File: src/rtl/prog_clk_div_if.sv
// Control/status bundle for the programmable clock divider: load/enable in,
// divided clock, period tick, phase and shadow status out.
interface prog_clk_div_if #(
    parameter int unsigned W = 8
);
    logic         en;
    logic         load;
    logic [W-1:0] load_div;
    logic         load_mode;
    logic         out;
    logic         tick;
    logic [W-1:0] count;
    logic         pending;
    logic         load_err;

    modport master (
        output en, load, load_div, load_mode,
        input  out, tick, count, pending, load_err
    );

    modport slave (
        input  en, load, load_div, load_mode,
        output out, tick, count, pending, load_err
    );
endinterface

File: src/rtl/prog_clk_div.sv
// Runtime-programmable integer clock divider (2..2^W-1) with square or pulse
// output; new settings are shadowed and only take effect on a period boundary.
module prog_clk_div #(
    parameter int unsigned W            = 8,
    parameter int unsigned DEFAULT_DIV  = 12,
    parameter int unsigned DEFAULT_MODE = 0
) (
    input  logic          clk,
    input  logic          reset,
    prog_clk_div_if.slave bus
);
    localparam logic [W-1:0] L_DEF_DIV  = W'(DEFAULT_DIV);
    localparam logic [W-1:0] L_DEF_CNT  = W'(DEFAULT_DIV - 1);
    localparam logic         L_DEF_MODE = 1'(DEFAULT_MODE);
    localparam logic [W-1:0] L_MIN_DIV  = W'(2);

    logic [W-1:0] r_div_act;
    logic         r_mode_act;
    logic [W-1:0] r_div_pend;
    logic         r_mode_pend;
    logic         r_pending;
    logic [W-1:0] r_count;
    logic         r_out;
    logic         r_tick;
    logic         r_load_err;

    logic         w_wrap;
    logic [W-1:0] w_nxt;
    logic         w_apply;
    logic [W-1:0] w_div_new;
    logic         w_mode_new;
    logic [W:0]   w_half;
    logic         w_out_nxt;
    logic         w_load_ok;

    // Next phase and the settings that govern the period starting on this edge.
    always_comb begin
        w_wrap     = (r_count == (r_div_act - W'(1)));
        w_nxt      = w_wrap ? '0 : (r_count + W'(1));
        w_apply    = w_wrap & r_pending;
        w_div_new  = w_apply ? r_div_pend  : r_div_act;
        w_mode_new = w_apply ? r_mode_pend : r_mode_act;
        // W+1 bits so that ceil(div/2) of the largest divisor cannot overflow
        w_half     = ({1'b0, w_div_new} + (W+1)'(1)) >> 1;
        w_out_nxt  = w_mode_new ? w_wrap : ({1'b0, w_nxt} < w_half);
        w_load_ok  = bus.load & (bus.load_div >= L_MIN_DIV);
    end

    always_ff @(posedge clk) begin
        if (reset) begin
            r_div_act   <= L_DEF_DIV;
            r_mode_act  <= L_DEF_MODE;
            r_div_pend  <= '0;
            r_mode_pend <= 1'b0;
            r_pending   <= 1'b0;
            r_count     <= L_DEF_CNT;
            r_out       <= 1'b0;
            r_tick      <= 1'b0;
            r_load_err  <= 1'b0;
        end else begin
            r_load_err <= bus.load & ~w_load_ok;

            if (bus.en) begin
                r_count <= w_nxt;
                r_tick  <= w_wrap;
                r_out   <= w_out_nxt;
                if (w_apply) begin
                    r_div_act  <= r_div_pend;
                    r_mode_act <= r_mode_pend;
                end
            end else begin
                r_tick <= 1'b0;
            end

            // A load on the wrap edge re-arms the shadow for the following period
            if (w_load_ok) begin
                r_div_pend  <= bus.load_div;
                r_mode_pend <= bus.load_mode;
                r_pending   <= 1'b1;
            end else if (bus.en && w_apply) begin
                r_pending <= 1'b0;
            end
        end
    end

    assign bus.out      = r_out;
    assign bus.tick     = r_tick;
    assign bus.count    = r_count;
    assign bus.pending  = r_pending;
    assign bus.load_err = r_load_err;
endmodule
File: src/flat_wrapper.sv
// flat-port wrapper written by rule: the top's interface ports become plain ports
module prog_clk_div_flat 
#(
    parameter int unsigned W            = 8,
    parameter int unsigned DEFAULT_DIV  = 12,
    parameter int unsigned DEFAULT_MODE = 0
)
  (clk, reset, bus_en, bus_load, bus_load_div, bus_load_mode, bus_out, bus_tick, bus_count, bus_pending, bus_load_err);
  prog_clk_div_if #(.W(W)) bus_i ();
  input  logic clk;
  input  logic reset;
  input wire logic [$bits(bus_i.en)-1:0] bus_en;
  input wire logic [$bits(bus_i.load)-1:0] bus_load;
  input wire logic [$bits(bus_i.load_div)-1:0] bus_load_div;
  input wire logic [$bits(bus_i.load_mode)-1:0] bus_load_mode;
  output wire logic [$bits(bus_i.out)-1:0] bus_out;
  output wire logic [$bits(bus_i.tick)-1:0] bus_tick;
  output wire logic [$bits(bus_i.count)-1:0] bus_count;
  output wire logic [$bits(bus_i.pending)-1:0] bus_pending;
  output wire logic [$bits(bus_i.load_err)-1:0] bus_load_err;
  assign bus_i.en = bus_en;
  assign bus_i.load = bus_load;
  assign bus_i.load_div = bus_load_div;
  assign bus_i.load_mode = bus_load_mode;
  assign bus_out = bus_i.out;
  assign bus_tick = bus_i.tick;
  assign bus_count = bus_i.count;
  assign bus_pending = bus_i.pending;
  assign bus_load_err = bus_i.load_err;
  prog_clk_div #(.W(W), .DEFAULT_DIV(DEFAULT_DIV), .DEFAULT_MODE(DEFAULT_MODE)) u_core (.clk(clk), .reset(reset), .bus(bus_i));
endmodule
File: config.mk
export PLATFORM = sky130hd
export DESIGN_NAME = prog_clk_div_flat
export DESIGN_NICKNAME = d
export VERILOG_FILES = /design/src/rtl/prog_clk_div_if.sv /design/src/rtl/prog_clk_div.sv /design/src/flat_wrapper.sv
export SDC_FILE = /design/constraint.sdc
export NUM_CORES = 1
export LEC_CHECK = 0
export ABC_AREA = 0
export CAP_MARGIN = 20
export CORE_MARGIN = 2
export CORE_UTILIZATION = 50
export DETAILED_ROUTE_END_ITERATION = 10
export PLACE_DENSITY = 0.74
export SKIP_LAST_GASP = 1
export SYNTH_ARGS = -nofsm -noshare
export SYNTH_HDL_FRONTEND = slang
export SYNTH_SLANG_ARGS = --single-unit
File: constraint.sdc
create_clock -name clk -period 4.5 [get_ports clk]
set_input_delay 0.9 -clock clk [delete_from_list [all_inputs] [get_ports clk]]
set_output_delay 0.9 -clock clk [all_outputs]
set_load 0.005 [all_outputs]
=== Yosys cells after proc, flatten, opt, wreduce, memory -nomap -nowiden ===
Cells that the tools add are included.

* Flip-flop bits (word level): 30
* Logic and storage cells: 29
* Output and inout bits: 12

* Order comparisons: 2
* Bitwise gates (word level): 5
* Reduce and logical (&&, ||, !) cells: 3
* Equality and inequality tests: 1
* Muxes and demuxes: 6
* Add/subtract/negate cells: 3

{| class="wikitable"
|+ Operator list
! kind !! count
|-
| $mux 8 || 2
|-
| $add 8x1->9 const B || 1
|-
| $add 8x1->8 const B || 1
|-
| $eq 8x8->1 || 1
|-
| $ge 8x2->1 const B || 1
|-
| $lt 8x8->1 || 1
|-
| $sub 8x1->8 const B || 1
|-
| $mux 1 || 4
|-
| $and 1x1->1 || 3
|-
| $not 1->1 || 2
|-
| $reduce_bool 2->1 || 1
|-
| $reduce_or 2->1 || 1
|-
| $logic_and 1x1->1 || 1
|}

=== Depth between registers and ports, before layout ===
* Depth in word-level cells: 7
* Mapped depth: 22

=== Least setup slack after synthesis ===
No wires, ideal clock.

* Path kind: register -> register
* From: reg u_core.r_div_act[1]
* To: reg u_core.r_out, in the netlist u_core.bus.out
* Path buffers: 3
* Library setup time: 0.136 ns
* Period minus slack after synthesis: 4.246 ns
* Cell stages (with the launch flop): 23
* Data arrival time: 4.110 ns
* Path slack: 0.254 ns
* Cell sequence: dfxtp_1 -> clkbuf_1 -> inv_1 -> ha_1 -> nor3b_1 -> xor2_1 -> or3_1 -> a221oi_2 -> buf_4 -> nand2_4 -> buf_2 -> mux2_2 -> ha_1 -> and3_1 -> nand3_1 -> mux2i_1 -> xor2_1 -> ha_1 -> nand4_1 -> a21oi_1 -> nand3b_1 -> o21ai_0 -> o32ai_2

* Cells in the longest elaborated chain, start to end: 7

{| class="wikitable"
|+ RTL lines
! element !! RTL line !! RTL
|-
| start, declared || prog_clk_div.sv:17 || <nowiki>logic [W-1:0] r_div_act;</nowiki>
|-
| start signal, assigned || prog_clk_div.sv:68 || <nowiki>r_div_act <= r_div_pend;</nowiki>
|-
| $sub 8x1->8 || prog_clk_div.sv:38 || <nowiki>w_wrap = (r_count == (r_div_act - W'(1)));</nowiki>
|-
| $eq 8x8->1 || prog_clk_div.sv:38 ||
|-
| $and 1x1->1 || prog_clk_div.sv:40 || <nowiki>w_apply = w_wrap & r_pending;</nowiki>
|-
| $mux 8 || prog_clk_div.sv:41 || <nowiki>w_div_new = w_apply ? r_div_pend : r_div_act;</nowiki>
|-
| net u_core.w_div_new[0] || prog_clk_div.sv:30 || <nowiki>logic [W-1:0] w_div_new;</nowiki>
|-
| $add 8x1->9 || prog_clk_div.sv:44 || <nowiki>w_half = ({1'b0, w_div_new} + (W+1)'(1)) >> 1;</nowiki>
|-
| $lt 8x8->1 || prog_clk_div.sv:45 || <nowiki>w_out_nxt = w_mode_new ? w_wrap : ({1'b0, w_nxt} < w_half);</nowiki>
|-
| $mux 1 || prog_clk_div.sv:45 ||
|-
| end signal, assigned || prog_clk_div.sv:66 || <nowiki>r_out <= w_out_nxt;</nowiki>
|-
| end, declared || prog_clk_div.sv:23 || <nowiki>logic r_out;</nowiki>
|}

The timed path passes the listed nets, and every way through them passes these cells.
A chain may end at the register's enable or synchronous reset.

=== Worst setup path after layout ===
* From: reg u_core.r_div_act[1]
* To: reg u_core.r_out, in the netlist u_core.bus.out

* Cells in the longest elaborated chain, start to end: 7

{| class="wikitable"
|+ RTL lines
! element !! RTL line
|-
| $sub 8x1->8 || prog_clk_div.sv:38
|-
| $eq 8x8->1 || prog_clk_div.sv:38
|-
| $and 1x1->1 || prog_clk_div.sv:40
|-
| $mux 8 * || prog_clk_div.sv:41
|-
| net u_core.w_div_new[1] || prog_clk_div.sv:30
|-
| $add 8x1->9 * || prog_clk_div.sv:44
|-
| $lt 8x8->1 * || prog_clk_div.sv:45
|-
| $mux 1 * || prog_clk_div.sv:45
|}

Mark *: on every way through the listed nets, which the timed path passes. The rest lies on a longest branch.

==> results.sh <==
export IMPL_most_common_layout_cells="nand2_1 (29), dfxtp_1 (29), nor2_1 (24), clkdlybuf4s50_1 (24)"
export IMPL_totalNegativeSetupSlack_ns=0
export IMPL_critPathCaptureType="flip-flop"
export IMPL_avgSynthCellArea_um2=8.186
export IMPL_grt_pass1_wl_um=7334
export IMPL_irDropWorstVdd_mv=0.2222
export IMPL_clk_latency_ns=0.29
export IMPL_reg2reg_from="u_core.r_div_act[1]$_SDFFE_PP0P_"
export IMPL_drtIter0Drc=78
export IMPL_drc=0
export IMPL_path_class="flip-flop to flip-flop"
export IMPL_crit_top_cell="ha_1"
export IMPL_htree_levels=2
export IMPL_clockBufferDepth=2
export IMPL_synthCells=247
export IMPL_cts_root_buffer="clkbuf_8"
export IMPL_r2r_cells=19
export IMPL_final_area_mm2=0.002415
export IMPL_crit_path_start_kind="flip-flop"
export IMPL_fillers=347
export IMPL_powerDensity_mw_per_mm2=351.6
export IMPL_via_per_inst=5.447
export IMPL_holdPathStages=2
export IMPL_yosysWarnings=0
export IMPL_synthFlopType="dfxtp_1"
export IMPL_routed_wl_um=4413
export IMPL_grt_max_degree=32
export IMPL_ys_ff_latch=30
export IMPL_clock_skew_ns=0.006914
export IMPL_cts_buffers=5
export IMPL_ant_nets=0
export IMPL_slew_limit_headroom=0.5829
export IMPL_tightest_slew_ns=0.6239
export IMPL_antenna_found_initial=0
export IMPL_worstPathArrival_ns=4.33
export IMPL_synth_edff_count=0
export IMPL_synth_cell_type_count=43
export IMPL_ys_seq_area_frac=0.2970
export IMPL_io_pins=25
export IMPL_dr_pass1_iters=4
export IMPL_grt_ovfl_total=0
export IMPL_finalCritPeriodShare=0.9275
export IMPL_core_area_mm2=0.003943
export IMPL_port_buffers=24
export IMPL_r2r_slack_ns=0.33
export IMPL_finalSetupViolCount=0
export IMPL_hold_path_class="flip-flop to flip-flop"
export IMPL_slowest_delay_ns=0.42
export IMPL_grt_pass1_vias=1617
export IMPL_syn_to_final_growth_pct=19.43
export IMPL_grt_usage=0.2127
export IMPL_vias=1743
export IMPL_leakagePower_nw=0.9909
export IMPL_min_from="u_core.r_div_pend[2]$_SDFFE_PP0P_"
export IMPL_slowest_stage="dfxtp_2"
export IMPL_dpl_cell_area_mm2=0.002261
export IMPL_fin_nets=292
export IMPL_fmaxAchievable_mhz=239.6
export IMPL_status="complete, no violations"
export IMPL_r2r_end="u_core.bus.out$_SDFFE_PP0P_"
export IMPL_cts_sinks=30
export IMPL_grt_setup_unrepaired="no"
export IMPL_synth_area_mm2=0.002022
export IMPL_cp_required_ns=4.65
export IMPL_place_congestion=0.8900
export IMPL_diodes=0
export IMPL_start_util=0.5129
export IMPL_dieArea_mm2=0.004568
export IMPL_row_count=23
export IMPL_worst_path_max_fanout=8
export IMPL_async_reset_ff_frac=0
export IMPL_timing_hold_violations_final=0
export IMPL_worst_hold_path_endpoint="u_core.r_div_pend[2]$_SDFFE_PP0P_"
export IMPL_dp_slack_ns=0.1175
export IMPL_finalMaxSlewViolations=0
export IMPL_cts_hold_fix_buffers=0
export IMPL_cap_violations=0
export IMPL_synth_nets=270
export IMPL_tritoncts="yes"
export IMPL_fp_dieW_um=67.59
export IMPL_critical_path_top_delay_family="simple AND/OR/NAND/NOR gates"
export IMPL_layout_setup_ws_ns=0.3262
export IMPL_dieHeight_um=67.59
export IMPL_worstPathCellList="inv_1, ha_1, nor3b_2, xor2_1, or3_1, a221oi_4, nand2_4, mux2_2, ha_1, and3_1, nand3_1, mux2i_1, xor2_1, ha_1, nand4_1, a21oi_1, nand3b_1, o21ai_0, o32ai_2"
export IMPL_path_clk_slew_ns=0.07
export IMPL_path_buf_inv=1
export IMPL_dp_hpwl_um=3097
export IMPL_drive_gt1_frac=0.1185
export IMPL_finalCriticalPeriod_ns=4.174
export IMPL_routedWlPerCell_um=13.79
tightest hold or removal path, stage by stage, from the launching register on:
cell	delay [ns]
dfxtp_1	0.34
nand2_1	0.06
a21oi_1	0.06
stage by stage:
step | std cells | total power [W] | hold WS (ns) | utilization
6_report | 320 | 0.0008491 | 0.5119 | 0.6125
5_1_grt | 320 | 0.0009082 | 0.5332 | 0.6125
4_1_cts | 315 | 0.0008325 | 0.5094 | 0.5966
3_5_place_dp | 307 | 0.0006025 | 0.5007 | 0.5735
3_3_place_gp | 307 | 0.0005974 | 0.4849 | 0.5735
2_1_floorplan | 247 | 0.0005307 | 0.4549 | -
Yosys cell counts (all sizes together), types with 2 or more instances:
master / n / area, um^2
mux2: 4 / 48.79
nor4: 4 / 40.04
buf: 9 / 52.55
nand3: 7 / 35.03
nand2: 30 / 120.1
dfxtp: 30 / 600.6
inv: 4 / 15.01
xor2: 11 / 96.34
or3b: 5 / 43.79
clkbuf: 7 / 26.28
xnor2: 16 / 140.1
mux2i: 13 / 130.1
nor3: 6 / 35.03
a21oi: 16 / 80.08
a22oi: 3 / 22.52
and2: 2 / 12.51
nor3b: 2 / 15.01
o21ai: 13 / 65.06
and3: 10 / 62.56
nor2: 24 / 90.09
nand4: 5 / 31.28
ha: 10 / 125.1
nor2b: 3 / 18.77
where the power goes:
group	leakage, nW	switching (W)	total (W)	internal (W)
registers	0.246	0.0000333	0.000320	0.000287
logic	0.697	0.000150	0.000299	0.000149
clock network	0.0482	0.000106	0.000230	0.000123
worst max path at each step:
stage                                             end                             start  slack (ns)  cells after the start
final                     u_core.bus.out$_SDFFE_PP0P_  u_core.r_div_act[1]$_SDFFE_PP0P_        0.33                     19
after global routing      u_core.bus.out$_SDFFE_PP0P_  u_core.r_div_act[1]$_SDFFE_PP0P_        0.04                     19
after CTS                 u_core.bus.out$_SDFFE_PP0P_  u_core.r_div_act[1]$_SDFFE_PP0P_         0.1                     19
after detailed placement  u_core.bus.out$_SDFFE_PP0P_  u_core.r_div_act[1]$_SDFFE_PP0P_        0.12                     19
after global placement    u_core.bus.out$_SDFFE_PP0P_  u_core.r_div_act[1]$_SDFFE_PP0P_        0.29                     19
after floorplan           u_core.bus.out$_SDFFE_PP0P_  u_core.r_div_act[1]$_SDFFE_PP0P_        0.25                     22
state kept, by name (all words and copies together), names as in the netlist:
signal and cells:
u_core.r_mode_act 1, u_core.bus.tick 1, u_core.bus.pending 1, u_core.r_div_pend 8
u_core.r_div_act 8, u_core.bus.out 1, u_core.bus.count 8, u_core.bus.load_err 1
u_core.r_mode_pend 1
what timing repair did:
item,in CTS,in global routing
setup endpoints to repair,0,1
setup buffers,0,4
resized for setup,0,3
metal layers:
metal | wire length [um] | GRT usage | up-vias
li1 | - | - | 906
met1 | 2179 | 0.2754 | 798
met2 | 2031 | 0.3370 | 30
met3 | 114 | 0.04667 | 9
met4 | 87 | 0.09439 | 0
met5 | 0 | 0 | -
logic make-up after synthesis:
kind of cell	synth area share
buf+inv	0.04641
xor+xnor	0.1170
compound gates	0.1213
simple gates	0.2679
flops	0.2970
fa+ha+maj	0.06188
mux	0.08848
area by class of cell:
type / instances / area (um^2) / share of cell area
Inverter: 4 / 15.01 / 0.006218
Timing Repair Buffer: 31 / 300.3 / 0.1244
Sequential cell: 30 / 601.8 / 0.2492
Tap cell: 50 / 62.56 / 0.02591
Clock buffer: 7 / 86.33 / 0.03575
Multi-Input combinational cell: 197 / 1344 / 0.5565
Clock inverter: 1 / 5.005 / 0.002073
Note: power is estimated with default switching activity, not from simulation.
